[src/rtl/apb_uart_pkg.sv]
// Shared constants for the APB UART receive register block.
// Address map, STATUS bit positions and reset values.
package apb_uart_pkg;

    localparam int A_STATUS = 0;
    localparam int A_BP_LO  = 2;
    localparam int A_BP_HI  = 3;
    localparam int A_DSIZE  = 4;
    localparam int A_RXDATA = 6;

    localparam int ST_READY   = 0;
    localparam int ST_OVERRUN = 1;
    localparam int ST_FRAMING = 2;

    localparam logic [13:0] BP_RST = 14'd10;
    localparam logic [3:0]  DS_RST = 4'd8;

    localparam int FIFO_DEPTH = 4;

    function automatic logic ds_legal(input logic [31:0] v);
        return (v == 32'd5) || (v == 32'd7) || (v == 32'd8);
    endfunction

endpackage

[src/rtl/apb_uart_rx_regs_if.sv]
// APB subordinate bus bundle (no PREADY, fixed two-cycle transfers).
interface apb_uart_rx_regs_if #(
    parameter int ADDR_W = 3,
    parameter int DATA_W = 8
);
    logic              psel;
    logic              penable;
    logic              pwrite;
    logic [ADDR_W-1:0] paddr;
    logic [DATA_W-1:0] pwdata;
    logic [DATA_W-1:0] prdata;
    logic              psaterr;

    modport master (
        output psel, penable, pwrite, paddr, pwdata,
        input  prdata, psaterr
    );

    modport slave (
        input  psel, penable, pwrite, paddr, pwdata,
        output prdata, psaterr
    );
endinterface

[src/rtl/apb_uart_rx_regs_rx_fifo.sv]
// Small receive FIFO with wrap-around pointers and an occupancy count.
// A push while full is accepted only when a pop happens on the same edge.
module rx_fifo #(
    parameter int DEPTH = 4,
    parameter int W     = 8,
    localparam int AW   = (DEPTH > 1) ? $clog2(DEPTH) : 1,
    localparam int CW   = $clog2(DEPTH + 1)
) (
    input  logic          clk,
    input  logic          reset,
    input  logic          push,
    input  logic          pop,
    input  logic [W-1:0]  din,
    output logic [W-1:0]  dout,
    output logic          full,
    output logic          empty,
    output logic [CW-1:0] count
);

    logic [W-1:0]  mem [DEPTH];
    logic [AW-1:0] wr_ptr;
    logic [AW-1:0] rd_ptr;
    logic          do_push;
    logic          do_pop;

    assign full    = (count == CW'(DEPTH));
    assign empty   = (count == '0);
    assign do_pop  = pop & ~empty;
    assign do_push = push & (~full | do_pop);
    assign dout    = empty ? '0 : mem[rd_ptr];

    function automatic logic [AW-1:0] nxt(input logic [AW-1:0] p);
        return (p == AW'(DEPTH - 1)) ? '0 : p + AW'(1);
    endfunction

    always_ff @(posedge clk) begin
        if (reset) begin
            wr_ptr <= '0;
            rd_ptr <= '0;
            count  <= '0;
        end else begin
            if (do_push) begin
                mem[wr_ptr] <= din;
                wr_ptr      <= nxt(wr_ptr);
            end
            if (do_pop)
                rd_ptr <= nxt(rd_ptr);
            unique case ({do_push, do_pop})
                2'b10:   count <= count + CW'(1);
                2'b01:   count <= count - CW'(1);
                default: count <= count;
            endcase
        end
    end

endmodule

[src/rtl/apb_uart_rx_regs.sv]
// APB register block for a UART receiver: config, status and receive data.
// Define APB_UART_RX_FIFO_EN for a 4-entry FIFO instead of one holding register.
module apb_uart_rx_regs
    import apb_uart_pkg::*;
#(
    parameter int ADDR_W = 3,
    parameter int DATA_W = 8
) (
    input  logic        clk,
    input  logic        reset,
    apb_uart_rx_regs_if.slave apb,
    input  logic        rx_valid,
    input  logic [7:0]  rx_byte,
    input  logic        rx_framing_err,
    output logic [13:0] bit_period,
    output logic [3:0]  data_size
);

    logic access;
    logic hit_status, hit_bplo, hit_bphi, hit_ds, hit_rx;
    logic reserved;
    logic err;
    logic wr_ok, rd_ok;
    logic push, pop, full, empty, ready;
    logic overrun, framing;
    logic ovr_set, frm_set, st_clr;
    logic [7:0] head;
    logic [DATA_W-1:0] rd;

    assign access     = apb.psel & apb.penable;
    assign hit_status = (apb.paddr == ADDR_W'(A_STATUS));
    assign hit_bplo   = (apb.paddr == ADDR_W'(A_BP_LO));
    assign hit_bphi   = (apb.paddr == ADDR_W'(A_BP_HI));
    assign hit_ds     = (apb.paddr == ADDR_W'(A_DSIZE));
    assign hit_rx     = (apb.paddr == ADDR_W'(A_RXDATA));
    assign reserved   = ~(hit_status | hit_bplo | hit_bphi | hit_ds | hit_rx);

    assign err = access & (reserved
               | (apb.pwrite & (hit_status | hit_rx))
               | (apb.pwrite & hit_ds & ~ds_legal(32'(apb.pwdata))));

    assign wr_ok = access & apb.pwrite & ~err & ~reset;
    assign rd_ok = access & ~apb.pwrite & ~err & ~reset;

    // Popping frees a slot on the same edge, so a coinciding byte fits.
    assign pop     = rd_ok & hit_rx & ~empty;
    assign push    = rx_valid & ~rx_framing_err & (~full | pop);
    assign ovr_set = rx_valid & ~rx_framing_err & full & ~pop;
    assign frm_set = rx_valid & rx_framing_err;
    assign st_clr  = rd_ok & hit_status;

`ifdef APB_UART_RX_FIFO_EN
    logic [$clog2(FIFO_DEPTH+1)-1:0] fifo_count;

    rx_fifo #(
        .DEPTH(FIFO_DEPTH),
        .W    (8)
    ) u_rx_fifo (
        .clk  (clk),
        .reset(reset),
        .push (push),
        .pop  (pop),
        .din  (rx_byte),
        .dout (head),
        .full (full),
        .empty(empty),
        .count(fifo_count)
    );

    assign ready = (fifo_count != '0);
`else
    logic       hold_valid;
    logic [7:0] hold_data;

    always_ff @(posedge clk) begin
        if (reset) begin
            hold_valid <= 1'b0;
        end else if (push) begin
            hold_valid <= 1'b1;
            hold_data  <= rx_byte;
        end else if (pop) begin
            hold_valid <= 1'b0;
        end
    end

    assign full  = hold_valid;
    assign empty = ~hold_valid;
    assign ready = hold_valid;
    assign head  = hold_valid ? hold_data : 8'h00;
`endif

    always_ff @(posedge clk) begin
        if (reset) begin
            bit_period <= BP_RST;
            data_size  <= DS_RST;
        end else if (wr_ok) begin
            if (hit_bplo) bit_period[7:0]  <= apb.pwdata[7:0];
            if (hit_bphi) bit_period[13:8] <= apb.pwdata[5:0];
            if (hit_ds)   data_size        <= apb.pwdata[3:0];
        end
    end

    // A new error event on the clearing edge survives the clear.
    always_ff @(posedge clk) begin
        if (reset) begin
            overrun <= 1'b0;
            framing <= 1'b0;
        end else begin
            overrun <= ovr_set | (overrun & ~st_clr);
            framing <= frm_set | (framing & ~st_clr);
        end
    end

    always_comb begin
        rd = '0;
        if (!reset && apb.psel && !err) begin
            unique case (1'b1)
                hit_status: begin
                    rd[ST_READY]   = ready;
                    rd[ST_OVERRUN] = overrun;
                    rd[ST_FRAMING] = framing;
                end
                hit_bplo: rd[7:0] = bit_period[7:0];
                hit_bphi: rd[5:0] = bit_period[13:8];
                hit_ds:   rd[3:0] = data_size;
                hit_rx:   rd[7:0] = head;
                default:  rd = '0;
            endcase
        end
    end

    assign apb.prdata  = rd;
    assign apb.psaterr = err & ~reset;

endmodule

[src/flat_wrapper.sv]
// flat-port wrapper written by rule: the top's interface ports become plain ports
module apb_uart_rx_regs_flat import apb_uart_pkg::*;
#(
    parameter int ADDR_W = 3,
    parameter int DATA_W = 8
)
  (clk, reset, rx_valid, rx_byte, rx_framing_err, bit_period, data_size, apb_psel, apb_penable, apb_pwrite, apb_paddr, apb_pwdata, apb_prdata, apb_psaterr);
  apb_uart_rx_regs_if #(.ADDR_W(ADDR_W), .DATA_W(DATA_W)) apb_i ();
  input  logic clk;
  input  logic reset;
  input  logic rx_valid;
  input  logic [7:0] rx_byte;
  input  logic rx_framing_err;
  output logic [13:0] bit_period;
  output logic [3:0] data_size;
  input wire logic [$bits(apb_i.psel)-1:0] apb_psel;
  input wire logic [$bits(apb_i.penable)-1:0] apb_penable;
  input wire logic [$bits(apb_i.pwrite)-1:0] apb_pwrite;
  input wire logic [$bits(apb_i.paddr)-1:0] apb_paddr;
  input wire logic [$bits(apb_i.pwdata)-1:0] apb_pwdata;
  output wire logic [$bits(apb_i.prdata)-1:0] apb_prdata;
  output wire logic [$bits(apb_i.psaterr)-1:0] apb_psaterr;
  assign apb_i.psel = apb_psel;
  assign apb_i.penable = apb_penable;
  assign apb_i.pwrite = apb_pwrite;
  assign apb_i.paddr = apb_paddr;
  assign apb_i.pwdata = apb_pwdata;
  assign apb_prdata = apb_i.prdata;
  assign apb_psaterr = apb_i.psaterr;
  apb_uart_rx_regs #(.ADDR_W(ADDR_W), .DATA_W(DATA_W)) u_core (.clk(clk), .reset(reset), .apb(apb_i), .rx_valid(rx_valid), .rx_byte(rx_byte), .rx_framing_err(rx_framing_err), .bit_period(bit_period), .data_size(data_size));
endmodule
[config.mk]
export PLATFORM = sky130hd
export DESIGN_NAME = apb_uart_rx_regs_flat
export DESIGN_NICKNAME = d
export VERILOG_FILES = /design/src/rtl/apb_uart_pkg.sv /design/src/rtl/apb_uart_rx_regs_if.sv /design/src/rtl/apb_uart_rx_regs_rx_fifo.sv /design/src/rtl/apb_uart_rx_regs.sv /design/src/flat_wrapper.sv
export SDC_FILE = /design/constraint.sdc
export NUM_CORES = 1
export LEC_CHECK = 0
export BUFFER_PORTS_ARGS = -buffer_cell sky130_fd_sc_hd__buf_2
export CORE_AREA = 2 2 57 65
export CTS_CLUSTER_DIAMETER = 30
export DETAILED_ROUTE_END_ITERATION = 6
export DIE_AREA = 0 0 59 67
export HOLD_SLACK_MARGIN = 0.02
export PLACE_DENSITY = 0.73
export SYNTH_ARGS = -nofsm -noshare
export SYNTH_HDL_FRONTEND = slang
export SYNTH_HIERARCHICAL = 1
export SYNTH_SLANG_ARGS = --single-unit
[constraint.sdc]
create_clock -name clk -period 1.94 [get_ports clk]
set_clock_uncertainty 0.15 [all_clocks]
set_input_delay 0.194 -clock clk [delete_from_list [all_inputs] [get_ports clk]]
set_output_delay 0.194 -clock clk [all_outputs]
set_load 0.005 [all_outputs]
# Yosys cells after proc, flatten, opt, wreduce, memory -nomap -nowiden
# Cells that the tools add are included.
# op_classes
bitwise	41
mux	8
n_eq_ne	7
reduce_logical	12
# ops
op	count
AND 1 bit	22
== test 8 x 3 -> 1 bit, second input constant	2
two-way mux 8 bit	2
case mux 3 bit (5 select lines)	1
OR 1 bit	10
NOT 1 bit	9
== test 8 x 4 -> 1 bit, second input constant	1
AND reduction 2 bit	4
== test 3 x 2 -> 1 bit, second input constant	2
== test 3 bit, second input constant	2
case mux 2 bit (3 select lines)	1
case mux 1 bit (4 select lines)	1
case mux 2 bit (2 select lines)	1
logical NOT 3 bit	1
logical AND 1 bit	2
logical NOT 1 bit	2
logical OR 1 bit	2
two-way mux 1 bit	2
nonzero test 2 bit	1
# word_totals
regBits	29
wordCells	75
input_bits	26
output_inout_bits	27

# Longest topological paths before layout
# Gate-level depths: netlist (run 1).
# depth
ltp_word	17
depth_mapped	6
mapped_depth_nobuf	4

# Least setup slack after synthesis (run 1)
# OpenSTA, ideal clock, no wires.
# synth_timing
kind	input port to flip-flop
from	input port reset
to	register u_core.hold_data[0] (enable)
cell_stages	4
arrival_time_ns	1.357
required_ns	1.405
setup_slack_ns	0.048
n_path_buf	0
setup_ns	0.385
cell_sequence	and3b_1 -> nand2_1 -> o21ai_1 -> nor3b_1
# synth_via
elab_chain_len	7
# synth_lines
element	line	text
start: declaration	flat_wrapper.sv:10	input logic reset;
NOT 1 bit *	apb_uart_rx_regs.sv:43	assign rd_ok = access & ~apb.pwrite & ~err & ~reset;
AND 1 bit	apb_uart_rx_regs.sv:43	
AND 1 bit (2 in series)	apb_uart_rx_regs.sv:46	assign pop = rd_ok & hit_rx & ~empty;
OR 1 bit	apb_uart_rx_regs.sv:47	assign push = rx_valid & ~rx_framing_err & (~full | pop);
AND 1 bit	apb_uart_rx_regs.sv:47	
AND reduction 2 bit (no source line) *	-	
end signal: assignment	apb_uart_rx_regs.sv:80	hold_data <= rx_byte;
end: declaration	apb_uart_rx_regs.sv:73	logic [7:0] hold_data;
# Mark *: on every way between the ends. The rest lies on a longest branch, timed or not.
# A chain may end at the register's enable or synchronous reset.

# Worst setup path in the final report (run 1)
# layout_timing
from	input port apb_pwdata[6]
to	output port apb_prdata[3]
# layout_via
elab_chain_len	10
elab_cells_between_ends	12
cone_classes	eq/ne: 3; mux: 1; bitwise: 4; reduce/logical: 4
# layout_lines
element	line	text
start: declaration	flat_wrapper.sv:20	input wire logic [$bits(apb_i.pwdata)-1:0] apb_pwdata;
== test 8 x 3 -> 1 bit	apb_uart_pkg.sv:21	return (v == 32'd5) || (v == 32'd7) || (v == 32'd8);
logical OR 1 bit	apb_uart_pkg.sv:21	
logical OR 1 bit *	apb_uart_pkg.sv:21	
NOT 1 bit *	apb_uart_rx_regs.sv:40	| (apb.pwrite & hit_ds & ~ds_legal(32'(apb.pwdata))));
AND 1 bit *	apb_uart_rx_regs.sv:40	
OR 1 bit *	apb_uart_rx_regs.sv:40	
AND 1 bit *	apb_uart_rx_regs.sv:38	assign err = access & (reserved
logical NOT 1 bit *	apb_uart_rx_regs.sv:116	if (!reset && apb.psel && !err) begin
logical AND 1 bit *	apb_uart_rx_regs.sv:116	
two-way mux 8 bit *	apb_uart_rx_regs.sv:116	
end: declaration	flat_wrapper.sv:21	output wire logic [$bits(apb_i.prdata)-1:0] apb_prdata;
# Marks and branches as above.

==> metrics.csv, run 1 <==
metric;value;unit
gp_congestion;0.8582;
synth_seq_cells;29;
setup_viol_count_final;0;
grt_util_met1;26.20;%
slowest_stage;a311o_2;
slew_headroom;74.45;%
root_buffer;clkbuf_4;
layout.nets;244;
synth_enable_flop_cells;8;
r2r_slack;620;ps
final_area;2041;um2
grt_setup_unrepaired;yes;
min_path_cells;3;
syn_area;1379;um2
met2_usage;36.53;%
worst_pin_slew;383.2;ps
fmax;520.6;MHz
drt_iter0_drc;84;
use_met3;6.796;%
slew_viol_final;0;
grt_pass1_wl;6.410;mm
die_area;3953;um2
synth_nets;160;
post-place-cells;228;
tns;0;ps
core_area;3248;um2
p_leak;0.9503;nW
drt_first_pass_iters;5;
rows;22;
synth_area_leader_cell;dfxtp_1;
path_cells;buf_8, nor4_4, buf_4, o211ai_1, a311o_2, a221oi_2, buf_2;
grt-busiest-layer;met2;
critPathLaunch;apb_pwdata[6];
hold_path_class;input pin to flip-flop;
status;complete, no violations;
wire_per_inst;15.41;um
syn_inst;134;
cts_buffers;5;
layout_common_cells;50 x buf_2, 24 x nor2_1, 20 x dfxtp_1;
vias;1377;
clk-insertion-delay-late;330;ps
drc;0;
final_common_cell;buf_2;
critPathArrivalTime;1580;ps
grt_usage;22.20;%
reg2reg_depth;3;
seq_area_frac_synth;47.91;%
r2r-end;u_core/framing;
critPathMaxStageDelay;470;ps
cts_tree;yes;
ys_types;40;
worstSetupStartpointType;input pin;
crit_required;1600;ps
cpLargestDelayFamily;compound AO/OA/AOI/OAI gates;
min-delay-start;reset;
fin_crit;1921;ps
gr-total-overflow;0;
io_buffer_count;52;
die_x;59;um
cts_max_level;2;
power_density;582.2;nW/um2
ir_worst_vdd;0.5068;mV
whs;63.72;ps
ys.flop_type;dfxtp_1;
hold-path-endpoint;u_core/overrun;
postPlaceCellArea;1742;um2
path_max_fanout;8;
async_flop_share;0;%
drive_above_1_share;38.36;%
antenna_found_initial;0;
fin_crit_sh;99.01;%
ys_warn_count;6;
cap_violations;0;
start_util;42.45;%
cts_buffer_depth;2;
vias_per_cell;5.400;
hpwl;2.761;mm
rr_startpoint;u_core/framing;
cp_num_buf_inv;3;
setup_slack;19.15;ps
detailedPlace.worstSlack;-83.22;ps
path_depth;7;
instances_no_fill;255;
avgSynthCellArea;10.29;um2
hold_viol;0;
synth.area.top_cells;dfxtp_1 30%, edfxtp_1 17%, mux2i_1 11%;
io_pins;53;
endpoint_kind;output pin;
ant_nets;0;
worstSetupPathType;input pin to output pin;
path_clk_slew;90;ps
numClockSinks;29;
grt_max_degree;19;
grt_pass1_vias;1351;
synth_top_area_share;30.49;%
n_antenna_cell;0;
finalWirelength;3.929;mm
die_height;67;um
area_delta_synth_final;48.00;%
## sequential cells by signal, indices dropped and copies added, names as in the netlist
register	flops
u_core/bit_period	14
u_core/hold_data	8
u_core/data_size	4
u_core/framing	1
u_core/full	1
u_core/overrun	1
## synthesized netlist by cell type (2+ instances only)
| master | n |
|---|---|
| mux2_2 | 2 |
| nand2_1 | 4 |
| and3b_1 | 2 |
| o21a_1 | 2 |
| dfxtp_1 | 21 |
| edfxtp_1 | 8 |
| a22oi_1 | 5 |
| a211o_1 | 2 |
| a222oi_1 | 3 |
| nor2_1 | 24 |
| nand3_1 | 4 |
| o21ai_0 | 4 |
| buf_2 | 2 |
| mux2i_1 | 15 |
| nand2b_1 | 2 |
| clkbuf_1 | 2 |
| inv_1 | 3 |
| and3_1 | 4 |
| nor2b_1 | 2 |
| a21oi_1 | 3 |
## area by class of cell
type / count / area (um2)
repair buffers: 84 / 561.8
inverters: 3 / 11.26
fillers: 267 / 1207
flip-flops and latches: 29 / 661.9
clock buffers: 8 / 58.81
multi-input cells: 95 / 701.9
well taps: 36 / 45.04
## where the power goes
| group | leakage, nW | switching (mW) | internal [mW] |
|---|---|---|---|
| Combinational | 0.674 | 0.0773 | 0.0889 |
| Sequential | 0.244 | 0.00443 | 0.631 |
| Clock | 0.0326 | 0.208 | 0.179 |
| Total | 0.950 | 0.289 | 0.899 |
## cells by family after synthesis
family,share of synthesized area [%]
simple gates,20.42
flops,47.91
compound gates,14.61
mux,13.34
buf+inv,3.721
## worst min-delay path: stages
cell and delay, ps:
buf_2 130, nand2b_1 110, o32ai_1 60
## worst max-delay path by stage
stage | endpoint | slack, ps
2_1_floorplan | u_core/hold_data[0] | 50
3_3_place_gp | apb_prdata[3] | -60
3_5_place_dp | apb_prdata[3] | -80
4_1_cts | apb_prdata[3] | 10
5_1_grt | apb_prdata[3] | -80
6_report | apb_prdata[3] | 20
## routing by layer
metal	routed length (um)	up-vias
li1	-	662
met1	1609	642
met2	1941	65
met3	309	8
met4	69	0
met5	0	-
## per-stage QoR
stage	total power [mW]	utilization (%)
after detailed placement	0.7735	53.62
after global placement	0.7700	53.62
after CTS	1.192	61.29
after global routing	1.245	62.83
after floorplan	0.7075	-
final	1.188	62.83
## timing repair
action	in CTS	in global routing
pin swaps	1	3
endpoints found under the hold margin	19	0
hold buffers	18	0
gates cloned	0	0
setup endpoints to repair	8	8
resized for setup	3	8
setup buffers	0	1
Note: power is estimated with default switching activity, not from simulation.
==> run 2: changes to the inputs <==
--- a/config.mk
+++ b/config.mk
@@ -6,12 +6,14 @@
 export NUM_CORES = 1
 export LEC_CHECK = 0
 export BUFFER_PORTS_ARGS = -buffer_cell sky130_fd_sc_hd__buf_2
-export CORE_AREA = 2 2 57 65
+export CELL_PAD_IN_SITES_DETAIL_PLACEMENT = 1
+export CELL_PAD_IN_SITES_GLOBAL_PLACEMENT = 2
+export CORE_AREA = 2 2 74 83
 export CTS_CLUSTER_DIAMETER = 30
 export DETAILED_ROUTE_END_ITERATION = 6
-export DIE_AREA = 0 0 59 67
+export DIE_AREA = 0 0 76 85
 export HOLD_SLACK_MARGIN = 0.02
-export PLACE_DENSITY = 0.73
+export PLACE_DENSITY_LB_ADDON = 0.1
 export SYNTH_ARGS = -nofsm -noshare
 export SYNTH_HDL_FRONTEND = slang
 export SYNTH_HIERARCHICAL = 1
==> metrics.csv, run 2 (same netlist as run 1, synthesis figures left out) <==
metric;value;unit
ir_worst_vdd;0.3638;mV
setup_viol_count_final;0;
root_buffer;clkbuf_8;
ant_nets;0;
critPathMaxStageDelay;440;ps
start_util;24.52;%
area_delta_synth_final;47.91;%
cpMostUsedCell;buf_2;
fin_crit;1896;ps
io_buffer_count;52;
cap_violations;0;
gr-total-overflow;0;
vias;1337;
regArea;660.6;um2
antenna_found_initial;0;
rows;29;
grt_pass1_wl;7.196;mm
reg_top3;u_core/bit_period x14, u_core/hold_data x8, u_core/data_size x4;
finalWirelength;4.458;mm
gp_congestion;0.7504;
clk-insertion-delay-late;280;ps
cts_buffer_depth;2;
drt_first_pass_iters;4;
drive_above_1_share;41.04;%
multi_input_area;701.9;um2
whs;35.08;ps
status;complete, no violations;
layout_common_cells;49 x buf_2, 24 x nor2_1, 21 x dfxtp_1;
slew_viol_final;0;
path_clk_slew;60;ps
path_max_fanout;8;
core_area;5624;um2
worstSetupPathType;input pin to output pin;
fin_util;36.26;%
power_density;626.7;nW/um2
numClockSinks;29;
hpwl;3.583;mm
fin_crit_sh;97.72;%
grt_usage;14.45;%
drc;0;
worst_pin_slew;434.3;ps
power;1.278;mW
p_leak;0.9362;nW
vias_per_cell;4.626;
wire_per_inst;15.43;um
n_antenna_cell;0;
hold_path_class;input pin to flip-flop;
cts_max_level;2;
io_pins;53;
fmax;527.5;MHz
slowest_stage;a311o_2;
cts_buffers;5;
final_common_cell;buf_2;
grt_setup_unrepaired;yes;
endpoint_kind;output pin;
critPathArrivalTime;1550;ps
slew_headroom;71.05;%
grt_max_degree;15;
crit_required;1600;ps
grt_pass1_vias;1400;
top_register;u_core/bit_period;
die_area;6460;um2
layout.nets;237;
hold_viol;0;
cts_setup_buffers;0;
die_height;85;um
worstSetupStartpointType;input pin;
nFillCells;680;
path_cells;buf_2, nor4_4, o211ai_1, a311o_2, a221oi_2, buf_2;
cts_tree;yes;
die_x;76;um
drt_iter0_drc;44;
largest_reg_flops;14;
run 2: cell types whose count changed in the layout (fill, tap and decap cells not counted), sizes merged:
cell | previous run | this run
clkbuf | 8 | 6
clkinv | 0 | 2
buf | 66 | 69
dlygate4sd3 | 18 | 8
run 2: worst paths after layout:
| kind | startpoint | to | slack [ps] | cells after the start |
|---|---|---|---|---|
| min reg2reg | u_core/overrun | u_core/overrun | 340 | 2 |
| max | apb_pwdata[5] | apb_prdata[3] | 40 | 6 |
| min | rx_framing_err | u_core/framing | 40 | 3 |
| max reg2reg | u_core/full | u_core/hold_data[6] | 640 | 3 |
run 2: worst max-delay path, delay by kind of cell:
kind / cells / cell delay [ps]
and+or+nand+nor: 1 / 290
AOI/OAI and AO/OA: 3 / 800
buffers and inverters: 2 / 270
run 2: cell type report:
type / count / area share, %
multi-input combinational: 95 / 34.42
sequential: 29 / 32.39
timing repair buffer: 77 / 23.86
tap: 77 / 4.724
clock buffer: 6 / 3.558
inverter: 3 / 0.5521
clock inverter: 2 / 0.4908
run 2: per-layer routing:
layer	routed length, um	share of wire, %	up-vias	track usage [%]
met1	1861	42	647	16.83
met5	0	0	-	0
met3	263	5.9	2	4.362
li1	-	-	648	-
met2	2308	52	40	25.65
met4	24	0.54	0	4.463
run 2: what timing repair did:
action,CTS,global route
pin swaps,1,0
hold buffers,8,0
gates resized for setup,5,8
endpoints found under the setup margin,8,5
endpoints found under the hold margin,8,0
run 2: where the power goes:
| group | internal [mW] | leakage, nW | switching, mW |
|---|---|---|---|
| clock | 0.248 | 0.0450 | 0.236 |
| combinational | 0.0810 | 0.648 | 0.0774 |
| sequential | 0.632 | 0.243 | 0.00393 |
| total | 0.961 | 0.936 | 0.317 |
run 2: metrics by stage:
stage                     setup slack (ps)  area, um2  TNS [ps]  std cells
after floorplan                      47.99       1379         0        134
after global placement              -159.3       1831    -733.3        274
after detailed placement            -190.8       1831    -956.3        274
after CTS                            8.223       2013         0        289
after global routing                -26.69       2039    -26.69        289
final                                44.14       2039         0        289
